File: config.mk
export PLATFORM = sky130hd
export DESIGN_NAME = prefetch_fifo_rd_sched
export DESIGN_NICKNAME = d
export VERILOG_FILES = /design/src/rtl/prefetch_sched_pkg.sv /design/src/rtl/prefetch_rr_pick.sv /design/src/rtl/prefetch_fifo_rd_sched.sv
export SDC_FILE = /design/constraint.sdc
export NUM_CORES = 1
export LEC_CHECK = 0
export CORE_MARGIN = 2
export CORE_UTILIZATION = 36
export CTS_BUF_LIST = sky130_fd_sc_hd__clkbuf_2
export CTS_CLUSTER_SIZE = 24
export DETAILED_ROUTE_END_ITERATION = 6
export GPL_ROUTABILITY_DRIVEN = 0
export HOLD_SLACK_MARGIN = 0.03
export PLACE_DENSITY = 0.79
export SYNTH_ARGS = -nofsm -noshare
export SYNTH_HDL_FRONTEND = slang
export SYNTH_HIERARCHICAL = 1
export SYNTH_SLANG_ARGS = --single-unit
File: constraint.sdc
create_clock -name rd_clk -period 2.15 [get_ports rd_clk]
set_clock_uncertainty 0.1 [all_clocks]
set_input_delay 0.215 -clock rd_clk [delete_from_list [all_inputs] [get_ports rd_clk]]
set_output_delay 0.215 -clock rd_clk [all_outputs]
set_load 0.01 [all_outputs]
File: src/rtl/prefetch_sched_pkg.sv
// rtl/prefetch_sched_pkg.sv - shared state encoding and burst-length helper for the read scheduler
package prefetch_sched_pkg;

  typedef logic [0:0] state_t;

  localparam state_t ST_IDLE  = 1'b0;
  localparam state_t ST_BURST = 1'b1;

  // A requested length of zero, or one beyond the maximum, selects the maximum.
  function automatic int unsigned eff_len(input int unsigned req_len, input int unsigned max_len);
    if (req_len == 0 || req_len > max_len) return max_len;
    return req_len;
  endfunction

endpackage

File: src/rtl/prefetch_rr_pick.sv
// rtl/prefetch_rr_pick.sv - combinational rotate-priority picker, ptr is the highest-priority index
module prefetch_rr_pick
  import prefetch_sched_pkg::*;
#(
  parameter int N_CH  = 4,
  parameter int PTR_W = $clog2(N_CH)
) (
  input  logic [N_CH-1:0]  req,
  input  logic [PTR_W-1:0] ptr,
  output logic [PTR_W-1:0] idx,
  output logic             any
);

  logic [PTR_W-1:0] cand;

  // Scan from the far end so the candidate closest to ptr is assigned last and wins.
  always_comb begin
    idx  = '0;
    cand = '0;
    any  = |req;
    for (int k = N_CH - 1; k >= 0; k--) begin
      cand = PTR_W'((int'(ptr) + k) % N_CH);
      if (req[cand]) idx = cand;
    end
  end

endmodule

File: src/rtl/prefetch_fifo_rd_sched.sv
// rtl/prefetch_fifo_rd_sched.sv - round-robin burst drain of FWFT prefetch FIFOs into one registered stream
module prefetch_fifo_rd_sched
  import prefetch_sched_pkg::*;
#(
  parameter int N_CH      = 4,
  parameter int DATA_W    = 32,
  parameter int BURST_MAX = 16,
  parameter int CNT_W     = $clog2(BURST_MAX + 1),
  parameter int CH_W      = $clog2(N_CH)
) (
  input  logic                     rd_clk,
  input  logic                     rd_rst,
  input  logic [N_CH-1:0]          ch_rd_vld,
  input  logic [N_CH*DATA_W-1:0]   ch_rd_data,
  output logic [N_CH-1:0]          ch_rd_en,
  input  logic [N_CH-1:0]          ch_mask,
  input  logic [CNT_W-1:0]         burst_len,
  output logic [DATA_W-1:0]        out_data,
  output logic                     out_vld,
  input  logic                     out_rdy,
  output logic [CH_W-1:0]          out_ch,
  output logic                     out_last,
  output logic                     busy
);

  state_t            state;
  logic [CH_W-1:0]   ptr;
  logic [CH_W-1:0]   gnt;
  logic [CH_W-1:0]   win;
  logic [CH_W-1:0]   gnt_inc;
  logic [CNT_W-1:0]  cnt;
  logic [CNT_W-1:0]  len;
  logic [CNT_W-1:0]  cnt_inc;
  logic [N_CH-1:0]   req;
  logic              any;
  logic              load;
  logic              gnt_vld;
  logic              pop;
  logic              dry;
  logic              last_beat;
  logic [DATA_W-1:0] ch_word [N_CH];

  assign req = ch_rd_vld & ch_mask;

  prefetch_rr_pick #(
    .N_CH  (N_CH),
    .PTR_W (CH_W)
  ) u_pick (
    .req (req),
    .ptr (ptr),
    .idx (win),
    .any (any)
  );

  always_comb begin
    for (int i = 0; i < N_CH; i++) ch_word[i] = ch_rd_data[i*DATA_W +: DATA_W];
  end

  assign load      = out_rdy | ~out_vld;
  assign gnt_vld   = ch_rd_vld[gnt];
  assign busy      = (state == ST_BURST);
  assign pop       = busy & load & gnt_vld;
  assign dry       = busy & load & ~gnt_vld;
  assign cnt_inc   = cnt + 1'b1;
  assign last_beat = (cnt_inc == len);
  assign gnt_inc   = (int'(gnt) == N_CH - 1) ? '0 : gnt + 1'b1;

  always_comb begin
    ch_rd_en = '0;
    if (pop) ch_rd_en[gnt] = 1'b1;
  end

  always_ff @(posedge rd_clk or posedge rd_rst) begin
    if (rd_rst) begin
      state <= ST_IDLE;
      ptr   <= '0;
      gnt   <= '0;
      cnt   <= '0;
      len   <= '0;
    end else begin
      case (state)
        ST_IDLE: begin
          if (any) begin
            gnt   <= win;
            len   <= CNT_W'(eff_len(32'(burst_len), BURST_MAX));
            cnt   <= '0;
            state <= ST_BURST;
          end
        end
        default: begin
          // Bursts end on a full-length pop or when the granted FIFO is dry while the output can load.
          if (pop) begin
            cnt <= cnt_inc;
            if (last_beat) begin
              state <= ST_IDLE;
              ptr   <= gnt_inc;
            end
          end else if (dry) begin
            state <= ST_IDLE;
            ptr   <= gnt_inc;
          end
        end
      endcase
    end
  end

  always_ff @(posedge rd_clk or posedge rd_rst) begin
    if (rd_rst) begin
      out_data <= '0;
      out_ch   <= '0;
      out_vld  <= 1'b0;
      out_last <= 1'b0;
    end else if (pop) begin
      out_data <= ch_word[gnt];
      out_ch   <= gnt;
      out_vld  <= 1'b1;
      out_last <= last_beat;
    end else if (out_vld && out_rdy) begin
      out_vld  <= 1'b0;
      out_last <= 1'b0;
    end
  end

endmodule

Yosys cells after proc, flatten, opt, wreduce, memory -nomap -nowiden
Cells that the tools add are included.
{"block": "word_totals", "input_bits": 144, "elab_cells": 86, "output_inout_bits": 41, "regBits": 51}
{"block": "op_classes", "n_addsub": 5, "eq_ne": 4, "reduce_logical": 11, "muxes": 40, "magnitude_cmp": 8, "bitwise_logic": 9}
{"op": "$bmux W32 S2", "n": 1}
{"op": "$mux W32", "n": 2}
{"op": "$mux W5", "n": 5}
{"op": "$mux W1", "n": 17}
{"op": "$mux W2", "n": 8}
{"op": "$lt A2 B3 Y1 const B", "n": 5}
{"op": "$bmux W1 S2", "n": 5}
{"op": "$reduce_bool A2 Y1", "n": 3}
{"op": "$add A5 B1 Y5 const B", "n": 1}
{"op": "$eq A5 B5 Y1", "n": 1}
{"op": "$gt A5 B5 Y1 const B", "n": 1}
{"op": "$logic_not A5 Y1", "n": 1}
{"op": "$add A2 B1 Y2 const B", "n": 2}
{"op": "$add A2 B2 Y2 const B", "n": 2}
{"op": "$and A4 B4 Y4", "n": 1}
{"op": "$mux W4", "n": 1}
{"op": "$ne A2 B1 Y1 const B", "n": 2}
{"op": "$reduce_and A2 Y1", "n": 2}
{"op": "$reduce_or A4 Y1", "n": 1}
{"op": "$and A1 B1 Y1", "n": 3}
{"op": "$ge A3 B3 Y1 const B", "n": 1}
{"op": "$not A1 Y1", "n": 3}
{"op": "$not A2 Y3", "n": 1}
{"op": "$reduce_and A3 Y1", "n": 1}
{"op": "6 further kinds", "n": 7}

Logic depth before layout (Yosys ltp)
Gate-level depths: netlist (run 1).
{"block": "logic_depth", "ltp_word": 7, "depth_mapped": 8, "depth_no_buf": 7}

Hierarchy
Netlist (run 1), hierarchy kept.
{"module": "prefetch_fifo_rd_sched", "seq_area_each_um2": 1276.2, "instances": 1, "area_per_inst_um2": 3170.5, "cells_each": 218}
{"module": "prefetch_rr_pick", "seq_area_each_um2": 0.0, "instances": 1, "area_per_inst_um2": 77.6, "cells_each": 13}

Worst setup path after synthesis (run 1)
OpenSTA, ideal clock, no wires.
{"block": "synth_timing", "kind": "register to register", "from": "reg cnt[0]", "to": "reg ptr[0]", "period_less_slack_ps": 2042, "slack_ps": 108, "setup_ps": 125, "stages_incl_launch_ff": 7, "arrival_ps": 1817, "cell_sequence": "dfrtp_1 ha_1 o21ba_1 a221oi_1 o2111ai_1 a21oi_2 mux2_2"}
{"block": "synth_between", "elab_chain_len": 4}
{"item": "from (decl)", "line_no": "prefetch_fifo_rd_sched.sv:31", "text": "logic [CNT_W-1:0] cnt;"}
{"item": "from (signal assigned)", "line_no": "prefetch_fifo_rd_sched.sv:93", "text": "cnt <= cnt_inc;"}
{"item": "$add A5 B1 Y5", "line_no": "prefetch_fifo_rd_sched.sv:64", "text": "assign cnt_inc = cnt + 1'b1;"}
{"item": "$eq A5 B5 Y1", "line_no": "prefetch_fifo_rd_sched.sv:65", "text": "assign last_beat = (cnt_inc == len);"}
{"item": "$ne A2 B1 Y1 (no source line)"}
{"item": "$reduce_and A3 Y1 (no source line)"}
{"item": "to (signal assigned)", "line_no": "prefetch_fifo_rd_sched.sv:96", "text": "ptr <= gnt_inc;"}
{"item": "to (signal assigned)", "line_no": "prefetch_fifo_rd_sched.sv:100", "text": "ptr <= gnt_inc;"}
{"item": "to (decl)", "line_no": "prefetch_fifo_rd_sched.sv:27", "text": "logic [CH_W-1:0] ptr;"}
Every way passes these cells.
A chain may end at the register's enable or synchronous reset.

Worst setup path in the final report (run 1)
{"block": "layout_timing", "from": "reg gnt[0]", "to": "out ch_rd_en[0]"}
{"block": "layout_between", "elab_chain_len": 5, "elab_cells_between_ends": 9, "cone_classes": "order compare: 2; mux: 5; bitwise: 1; reduce/logical: 1"}
{"item": "from (decl)", "line_no": "prefetch_fifo_rd_sched.sv:28", "text": "logic [CH_W-1:0] gnt;"}
{"item": "from (signal assigned)", "line_no": "prefetch_fifo_rd_sched.sv:84", "text": "gnt <= win;"}
{"item": "$lt A2 B3 Y1 (implied by the code) / $ge A2 B1 Y1 (equally long branches)", "line_no": "prefetch_fifo_rd_sched.sv:70", "text": "if (pop) ch_rd_en[gnt] = 1'b1;"}
{"item": "$logic_and A1 B1 Y1 (implied by the code)", "line_no": "prefetch_fifo_rd_sched.sv:70"}
{"item": "$mux W1 (implied by the code)", "line_no": "prefetch_fifo_rd_sched.sv:70"}
{"item": "$demux W1 S2", "line_no": "prefetch_fifo_rd_sched.sv:70"}
{"item": "$mux W4 *", "line_no": "prefetch_fifo_rd_sched.sv:70"}
{"item": "to (decl)", "line_no": "prefetch_fifo_rd_sched.sv:15", "text": "output logic [N_CH-1:0] ch_rd_en,"}
Mark *: on every way between the ends. The rest lies on a longest branch, timed or not. The select of a mux whose other input is x is not followed.

==> flow_metrics.env, run 1 <==
export IMPL_cp_end_kind="primary output"
export IMPL_ir_worst_vdd_uv=570.3
export IMPL_regToRegStartpoint="gnt[0]"
export IMPL_critical_path_startpoint="gnt[0]"
export IMPL_slowest_stage="mux4_2"
export IMPL_seq_area_sq_mm=0.001277
export IMPL_cp_data_required_time_ps=1840
export IMPL_globalRoute_busiestLayer="met2"
export IMPL_critPathMaxFanout=5
export IMPL_rows=34
export IMPL_power_density_mw_per_mm2=1155
export IMPL_synth_most_common_cell="dfrtp_1"
export IMPL_synth_area_leaders="dfrtp_1 39%, mux4_2 23%, mux2_4 14%, ha_1 2.3%, mux2_2 2.1%"
export IMPL_startpoint_type="flop"
export IMPL_die_area_sq_mm=0.009798
export IMPL_nFillCells=691
export IMPL_async_flop_share_pct=100.0
export IMPL_status="finished, final reports clean"
export IMPL_rsz0062_at_grt="yes"
export IMPL_synth_simple_area_share_pct=8.051
export IMPL_synth_avg_cell_area_sq_um=14.06
export IMPL_yosysTopAreaCell="dfrtp_1"
export IMPL_cts_sinks=51
export IMPL_core_sq_mm=0.008721
export IMPL_place_port_buffers=184
export IMPL_critical_path_arrival_ps=1770
export IMPL_final_cells=534
export IMPL_total_power_mw=6.187
export IMPL_cts_max_path_buffers=2
export IMPL_multi_input_area_sq_mm=0.001827
export IMPL_synth_nets=381
export IMPL_slew_viol_final=0
export IMPL_cp_slowest_stage_delay_ps=570
export IMPL_clkLatencyLatePin_ps=410
export IMPL_tritoncts="done"
export IMPL_fin_nets=574
export IMPL_cts_clk_slew_worst_paths_ps=230
export IMPL_setup_violations=0
export IMPL_r2r_slack_ps=80
export IMPL_crit_type="flop to primary output"
export IMPL_num_vias=2663
export IMPL_start_util_pct=37.25
export IMPL_drc=0
export IMPL_holdCritStartpoint="burst_len[3]"
export IMPL_yosysWarnings=6
export IMPL_synth_compound_area_share_pct=4.237
export IMPL_synth_edff_count=0
export IMPL_worstMarginPinSlew_ps=493.0
export IMPL_synth_fa_ha_area_share_pct=2.311
export IMPL_synth_cells=231
export IMPL_synth_ff_type="dfrtp_1"
export IMPL_pin_count=185
export IMPL_antenna_found_initial=2
export IMPL_synth_seq_area_share_pct=39.29
export IMPL_clock_fmax_mhz=480.5
export IMPL_timing_hold_ws_ps=251.0
export IMPL_first_global_vias=2971
export IMPL_synth_top_area_share_pct=39.29
export IMPL_power_leakage_nw=2.229
export IMPL_die_height_um=98.99
export IMPL_areaGrowthSynthToFinish_pct=64.98
export IMPL_yosys_top_cells_count="51 x dfrtp_1, 33 x mux4_2, 30 x mux2_4, 15 x nand2_1"
export IMPL_synthMuxAreaShare_pct=39.14
export IMPL_placed_cells=519
export IMPL_slew_headroom_pct=67.09
export IMPL_synth_seq_cells=51
export IMPL_drv_cap=0
export IMPL_placed_area_sq_mm=0.005235
export IMPL_cp_top_family="multiplexers"
export IMPL_drive_above_1_share_pct=25.00
export IMPL_initialDrtViolationCount=60
export IMPL_path_cells="mux4_2, nand3_4, nor2_1, buf_2"
export IMPL_cts_root_buffer="clkbuf_2"
export IMPL_crit_buf_inv=1
export IMPL_viasPerCell=4.987
export IMPL_wirelength_um=9179
export IMPL_grt_use_met3_pct=4.539
export IMPL_grt_overflow=0
export IMPL_final_antenna_net_count=0
export IMPL_drtPass1Iterations=4
export IMPL_gr_usage_met2_pct=34.41
export IMPL_synth_distinct_cells=37
export IMPL_fp_dieW_um=98.99
export IMPL_grt_pass1_wl_um=14360
export IMPL_hold_violations=0
export IMPL_wl_per_cell_um=17.19
export IMPL_synth_xor_area_share_pct=1.888
export IMPL_track_usage_pct=18.44
export IMPL_gr_usage_met1_pct=21.01
export IMPL_stdcell_area_sq_mm=0.005359
export IMPL_htree_levels=2
export IMPL_finalCritPeriodShare_pct=96.80
export IMPL_hpwlAfterDp_um=7141
export IMPL_syn_area_sq_mm=0.003248
export IMPL_period_needed_ps=2081
export IMPL_grt_start_max_net_pins=31
export IMPL_cts_made_buffers=5
export IMPL_synth_top_family_by_area="multiplexers"
export IMPL_hold_class="input pin to flop"
-- per-layer routing --
metal | part of all wire [%] | vias to the layer above
met5 | 0 | -
met4 | 1.3 | 0
met3 | 8.8 | 10
met2 | 54 | 112
met1 | 36 | 1295
li1 | - | 1246
-- path summary, 6_finish.rpt --
| path | endpoint | depth (start not counted) |
|---|---|---|
| min | len[3] | 3 |
| min in group asynchronous | out_data[10] | 3 |
| max | ch_rd_en[0] | 4 |
| max reg2reg | out_data[30] | 5 |
| max in group asynchronous | gnt[0] | 4 |
| min reg2reg | out_ch[1] | 2 |
-- what timing repair did --
item	in CTS	in global routing
setup endpoints to repair	5	6
gates resized for setup	17	4
cloned	1	0
hold endpoints to repair	21	0
pin swaps	3	5
buffers inserted	4	0
hold buffers	1	0
-- state kept, by name, summed over array words and instances, names as in the netlist --
register,count
busy,1
cnt,5
gnt,2
len,5
out_ch,2
out_data,32
out_last,1
out_vld,1
ptr,2
-- layout by cell type, fill, tap and decap left out, types with 2 or more instances in the layout --
cell type	instances
and2_1	4
buf_12	5
buf_2	4
buf_4	11
clkbuf_2	5
clkdlybuf4s50_1	180
dfrtp_1	50
diode_2	2
ha_1	5
inv_1	7
inv_2	2
mux2_2	6
mux2_4	30
mux4_2	33
nand2_1	15
nand2b_1	8
nand3_1	6
nor2_1	11
o21ai_0	11
xnor2_1	4
xor2_1	3
-- worst register-to-register path, delay by kind of cell (launching register included) --
| kind | cells | cell delay [ps] |
|---|---|---|
| and+or+nand+nor | 1 | 120 |
| muxes | 2 | 950 |
| DFF | 1 | 470 |
| buffers and inverters | 2 | 350 |
-- stage by stage --
stage	worst slack (ps)	setup TNS [ps]	utilization, %
6_report	68.90	0	61.45
5_1_grt	-14.07	-66.83	61.39
4_1_cts	10.41	0	61.16
3_5_place_dp	-40.36	-138.7	60.03
3_3_place_gp	-11.93	-39.95	60.03
2_1_floorplan	108.0	0	-
-- final cells by class --
class	count	area share, %
clock inverters	2	0.1634
flip-flops and latches	51	23.84
diodes	2	0.09339
repair buffers	202	38.20
multi-input cells	155	34.09
clock buffers	5	0.4670
inverters	9	0.6304
well taps	108	2.522
-- logic make-up (layout without fill, tap and decap cells) --
| group | count (synthesis) | count (layout) |
|---|---|---|
| flip-flops | 51 | 51 |
| buffers and inverters | 25 | 218 |
| other | 0 | 2 |
| XOR/XNOR | 7 | 7 |
| AND/OR/NAND/NOR | 51 | 51 |
| adder cells (fa/ha/maj) | 6 | 6 |
| multiplexers | 70 | 70 |
| AO/OA/AOI/OAI | 21 | 21 |
-- power by group --
| part | switching [mW] | internal [mW] |
|---|---|---|
| Combinational | 1.50 | 2.58 |
| Sequential | 0.334 | 1.42 |
| Clock | 0.288 | 0.0689 |
| Total | 2.12 | 4.07 |
Note: power is estimated with default switching activity, not from simulation.
==> run 2: changes to the inputs <==
--- a/config.mk
+++ b/config.mk
@@ -8,11 +8,12 @@
 export CORE_MARGIN = 2
 export CORE_UTILIZATION = 36
 export CTS_BUF_LIST = sky130_fd_sc_hd__clkbuf_2
-export CTS_CLUSTER_SIZE = 24
+export CTS_CLUSTER_SIZE = 28
 export DETAILED_ROUTE_END_ITERATION = 6
 export GPL_ROUTABILITY_DRIVEN = 0
 export HOLD_SLACK_MARGIN = 0.03
 export PLACE_DENSITY = 0.79
+export SLEW_MARGIN = 20
 export SYNTH_ARGS = -nofsm -noshare
 export SYNTH_HDL_FRONTEND = slang
 export SYNTH_HIERARCHICAL = 1
==> constraint.sdc (replaced) <==
create_clock -name rd_clk -period 1.88 [get_ports rd_clk]
set_clock_uncertainty 0.1 [all_clocks]
set_input_delay 0.188 -clock rd_clk [delete_from_list [all_inputs] [get_ports rd_clk]]
set_output_delay 0.188 -clock rd_clk [all_outputs]
set_load 0.01 [all_outputs]
==> flow_metrics.env, run 2 (synthesized netlist as in run 1, its figures left out) <==
export IMPL_status="finished, violations left"
export IMPL_failed_checks="negative setup slack"
export IMPL_stdcell_area_sq_mm=0.005453
export IMPL_antenna_found_initial=0
export IMPL_final_cells=541
export IMPL_pin_count=185
export IMPL_place_ws_ps=-279.4
export IMPL_fin_nets=582
export IMPL_seq_area_sq_mm=0.001279
export IMPL_hold_violations=0
export IMPL_hpwlAfterDp_um=7444
export IMPL_die_area_sq_mm=0.009798
export IMPL_wirelength_um=9342
export IMPL_power_density_mw_per_mm2=1341
export IMPL_holdCritStartpoint="burst_len[3]"
export IMPL_cp_end_kind="flop"
export IMPL_nFillCells=732
export IMPL_final_antenna_net_count=0
export IMPL_worstHoldPathCells=3
export IMPL_cts_root_buffer="clkbuf_2"
export IMPL_rows=34
export IMPL_layout_common_cells="180 x clkdlybuf4s50_1, 49 x dfrtp_1, 33 x mux4_2, 32 x mux2_4, 17 x buf_4"
export IMPL_num_vias=2732
export IMPL_cp_data_required_time_ps=2130
export IMPL_finalCritPeriodShare_pct=109.8
export IMPL_fin_ws_ps=-184.0
export IMPL_place_port_buffers=184
export IMPL_start_util_pct=37.25
export IMPL_reg_top3="out_data: 32 flops, cnt: 5 flops, len: 5 flops"
export IMPL_hold_class="input pin to flop"
export IMPL_critical_path_arrival_ps=2320
export IMPL_slew_viol_final=0
export IMPL_grt_start_max_net_pins=52
export IMPL_regToRegStartpoint="cnt[1]"
export IMPL_num_antenna_cells=0
export IMPL_holdPathEnd="len[3]"
export IMPL_cp_top_family="compound AO/OA/AOI/OAI gates"
export IMPL_areaGrowthSynthToFinish_pct=67.87
export IMPL_final_common_cell="clkdlybuf4s50_1"
export IMPL_multi_input_area_sq_mm=0.001854
export IMPL_largest_reg_flops=32
export IMPL_startpoint_type="flop"
export IMPL_grt_pass1_wl_um=14460
export IMPL_drc=0
export IMPL_track_usage_pct=18.69
export IMPL_reg2reg_depth=6
export IMPL_initialDrtViolationCount=76
export IMPL_viasPerCell=5.050
export IMPL_power_leakage_nw=2.278
export IMPL_cts_made_buffers=5
export IMPL_wl_per_cell_um=17.27
export IMPL_fin_util_pct=62.53
export IMPL_cts_sinks=51
export IMPL_clkLatencyLatePin_ps=430
export IMPL_critical_path_startpoint="cnt[1]"
export IMPL_slowest_stage="dfrtp_1"
export IMPL_die_height_um=98.99
export IMPL_drv_cap=0
export IMPL_setup_violations=40
export IMPL_first_global_vias=2946
export IMPL_grt_overflow=0
export IMPL_r2r_slack_ps=-180
export IMPL_rsz0062_at_grt="yes"
export IMPL_tritoncts="done"
export IMPL_period_needed_ps=2064
export IMPL_drtPass1Iterations=4
export IMPL_core_sq_mm=0.008721
export IMPL_placed_cells=530
export IMPL_cp_depth=6
export IMPL_regMostFlops="out_data"
export IMPL_finalSetupTns_ps=-5014
export IMPL_cp_slowest_stage_delay_ps=470
export IMPL_worstMarginPinSlew_ps=294.8
export IMPL_cts_clk_slew_worst_paths_ps=250
export IMPL_drive_above_1_share_pct=27.02
export IMPL_path_cells="ha_4, o21ba_4, a221oi_2, o2111ai_2, a21oi_2, mux2_4"
export IMPL_fp_dieW_um=98.99
export IMPL_critPathMaxFanout=5
export IMPL_cts_max_path_buffers=2
export IMPL_placed_area_sq_mm=0.005344
export IMPL_slew_headroom_pct=80.35
export IMPL_htree_levels=2
export IMPL_crit_type="flop to flop"
export IMPL_regToRegEndpoint="ptr[0]"
export IMPL_ir_worst_vdd_uv=540.2
export IMPL_clock_fmax_mhz=484.5
export IMPL_crit_buf_inv=0
[run 2: metrics by stage]
stage | power, mW | hold slack [ps]
3_5_place_dp | 6.756 | 390.9
4_1_cts | 7.376 | 203.4
5_1_grt | 7.774 | 219.1
3_3_place_gp | 6.600 | 374.5
2_1_floorplan | 4.931 | 230.9
6_report | 7.311 | 212.0
[run 2: worst max path at each step]
stage                  endpoint
detailed placement  ch_rd_en[0]
CTS                 ch_rd_en[2]
finish                   ptr[0]
global route        ch_rd_en[3]
global placement    ch_rd_en[0]
floorplan           out_data[0]
[run 2: layer usage]
| layer | up-vias | global-route usage [%] | wire [um] |
|---|---|---|---|
| li1 | 1262 | - | - |
| met1 | 1332 | 20.61 | 3295 |
| met2 | 128 | 36.17 | 5154 |
| met3 | 10 | 3.688 | 747 |
| met4 | 0 | 4.953 | 145 |
| met5 | - | 0 | 0 |
[run 2: cell type report]
class                      instances  share of cell area [%]
inverter                           9                  0.6196
tap                              108                   2.478
timing repair buffer             210                   38.76
clock inverter                     2                  0.1377
sequential                        51                   23.45
multi-input combinational        155                   34.01
clock buffer                       6                  0.5507
[run 2: worst min-delay path, cell delays in order]
cell,delay [ps]
clkdlybuf4s50_1,420
nand2b_1,70
o21ai_0,60
[run 2: timing repair]
action / CTS / global route
pin swaps: 2 / 3
gates cloned: 1 / 0
gates resized for setup: 23 / 5
hold buffers: 1 / 0
endpoints found under the setup margin: 32 / 45
buffers inserted: 2 / 1
hold endpoints to repair: 51 / 0
[run 2: report_power, final]
group | internal (mW) | leakage, nW | switching [mW] | total, mW
logic | 3.08 | 1.63 | 1.79 | 4.87
clock network | 0.0895 | 0.0281 | 0.337 | 0.426
registers | 1.63 | 0.617 | 0.382 | 2.01
==> run 3: changes to the inputs <==
==> constraint.sdc (replaced) <==
create_clock -name rd_clk -period 1.88 [get_ports rd_clk]
set_clock_uncertainty 0.1 [all_clocks]
set_input_delay 0.188 -clock rd_clk [delete_from_list [all_inputs] [get_ports rd_clk]]
set_output_delay 0.188 -clock rd_clk [all_outputs]
set_load 0.02 [all_outputs]
==> flow_metrics.env, run 3 (synthesized netlist as in run 1, its figures left out) <==
export IMPL_multi_input_area_sq_mm=0.001849
export IMPL_cp_end_kind="flop"
export IMPL_slew_headroom_pct=80.63
export IMPL_startpoint_type="flop"
export IMPL_drtPass1Iterations=4
export IMPL_cts_sinks=51
export IMPL_pin_count=185
export IMPL_crit_buf_inv=2
export IMPL_core_sq_mm=0.008721
export IMPL_hold_violations=0
export IMPL_cts_max_path_buffers=2
export IMPL_clock_fmax_mhz=475.5
export IMPL_antenna_found_initial=0
export IMPL_cp_slowest_stage_delay_ps=560
export IMPL_drv_cap=0
export IMPL_die_area_sq_mm=0.009798
export IMPL_status="finished, violations left"
export IMPL_cts_made_buffers=5
export IMPL_cts_clk_slew_worst_paths_ps=270
export IMPL_fin_ws_ps=-223.2
export IMPL_largest_reg_flops=32
export IMPL_nFillCells=684
export IMPL_grt_overflow=0
export IMPL_crit_type="flop to flop"
export IMPL_hpwlAfterDp_um=7137
export IMPL_cp_data_required_time_ps=2150
export IMPL_rows=34
export IMPL_place_port_buffers=184
export IMPL_period_needed_ps=2103
export IMPL_finalSetupTns_ps=-6428
export IMPL_track_usage_pct=18.73
export IMPL_power_density_mw_per_mm2=1390
export IMPL_grt_start_max_net_pins=52
export IMPL_layout_common_cells="175 x clkdlybuf4s50_1, 49 x dfrtp_1, 33 x mux4_2, 32 x mux2_4, 21 x buf_4"
export IMPL_placed_area_sq_mm=0.005316
export IMPL_power_leakage_nw=2.348
export IMPL_wl_per_cell_um=16.60
export IMPL_drive_above_1_share_pct=27.82
export IMPL_first_global_vias=3042
export IMPL_total_power_mw=7.654
export IMPL_path_cells="mux4_2, nand3_4, buf_4, bufbuf_16, mux2_4"
export IMPL_rsz0062_at_grt="yes"
export IMPL_regMostFlops="out_data"
export IMPL_slowest_stage="mux4_2"
export IMPL_cp_top_family="multiplexers"
export IMPL_finalCritPeriodShare_pct=111.9
export IMPL_failed_checks="negative setup slack"
export IMPL_fin_nets=584
export IMPL_ir_worst_vdd_uv=577.4
export IMPL_areaGrowthSynthToFinish_pct=69.49
export IMPL_cts_root_buffer="clkbuf_2"
export IMPL_worstMarginPinSlew_ps=290.5
export IMPL_fp_dieW_um=98.99
export IMPL_seq_area_sq_mm=0.001279
export IMPL_grt_pass1_wl_um=14660
export IMPL_die_height_um=98.99
export IMPL_critical_path_arrival_ps=2370
export IMPL_clkLatencyLatePin_ps=440
export IMPL_critPathMaxFanout=12
export IMPL_hold_class="input pin to flop"
export IMPL_initialDrtViolationCount=52
export IMPL_stdcell_area_sq_mm=0.005505
export IMPL_setup_violations=39
export IMPL_tritoncts="done"
export IMPL_num_antenna_cells=0
export IMPL_fin_util_pct=63.13
export IMPL_slew_viol_final=0
export IMPL_htree_levels=2
export IMPL_final_antenna_net_count=0
export IMPL_final_common_cell="clkdlybuf4s50_1"
export IMPL_num_vias=2753
export IMPL_start_util_pct=37.25
export IMPL_viasPerCell=5.070
export IMPL_wirelength_um=9016
export IMPL_reg_top3="out_data: 32 flops, cnt: 5 flops, len: 5 flops"
export IMPL_drc=0
[run 3: changes by cell type in the layout (fill, tap and decap cells not counted), sizes merged]
cell	change
buf	+1
bufbuf	+1
clkbuf	-1
clkdlybuf4s50	-5
clkinvlp	+1
dlymetal6s2s	+5
[run 3: final timing paths]
kind	start	endpoint	slack, ps	cells after the start
worst max register to register	gnt[0]	out_data[17]	-220	5
worst min-delay path	burst_len[2]	len[2]	210	3
worst max-delay path	gnt[0]	out_data[17]	-220	5
min in group asynchronous	rd_rst	out_data[15]	520	4
max in group asynchronous	rd_rst	ptr[1]	900	4
worst min register to register	out_ch[0]	out_ch[0]	440	2
[run 3: where the power goes]
part / switching [mW] / internal (mW) / leakage (nW)
logic: 2.08 / 3.13 / 1.70
registers: 0.363 / 1.63 / 0.617
clock network: 0.361 / 0.0896 / 0.0266
[run 3: worst register-to-register path: cells and delay by family (launching register included)]
family,cells,cell delay (ps)
DFF,1,440
muxes,2,870
and+or+nand+nor,1,130
buffers and inverters,2,500
[run 3: through the flow]
| stage | std cells | hold WS (ps) | worst slack, ps |
|---|---|---|---|
| after floorplan | 231 | 230.9 | -47.89 |
| after global placement | 528 | 372.8 | -271.4 |
| after detailed placement | 528 | 394.5 | -305.6 |
| after CTS | 543 | 185.9 | -209.7 |
| after global routing | 543 | 167.8 | -289.8 |
| final | 543 | 207.0 | -223.2 |
[run 3: routing by layer]
layer | up-vias | part of all wire (%) | track usage [%]
met3 | 9 | 7.7 | 4.255
met2 | 113 | 53 | 33.99
met1 | 1367 | 38 | 22.61
li1 | 1264 | - | -
met5 | - | 0 | 0
met4 | 0 | 1.2 | 4.215
[run 3: area by class of cell]
class / count / share of cell area (%)
timing repair buffer: 212 / 39.30
clock inverter: 3 / 0.3636
inverter: 9 / 0.6136
sequential: 51 / 23.23
multi-input combinational: 155 / 33.59
clock buffer: 5 / 0.4545
tap: 108 / 2.455
[run 3: timing repair]
| item | 4_1_cts | 5_1_grt |
|---|---|---|
| endpoints found under the setup margin | 40 | 52 |
| resized for setup | 18 | 20 |
| buffers inserted | 4 | 0 |
| cloned | 2 | 0 |
| hold buffers | 1 | 0 |
| hold endpoints to repair | 51 | 0 |
| pin swaps | 2 | 2 |
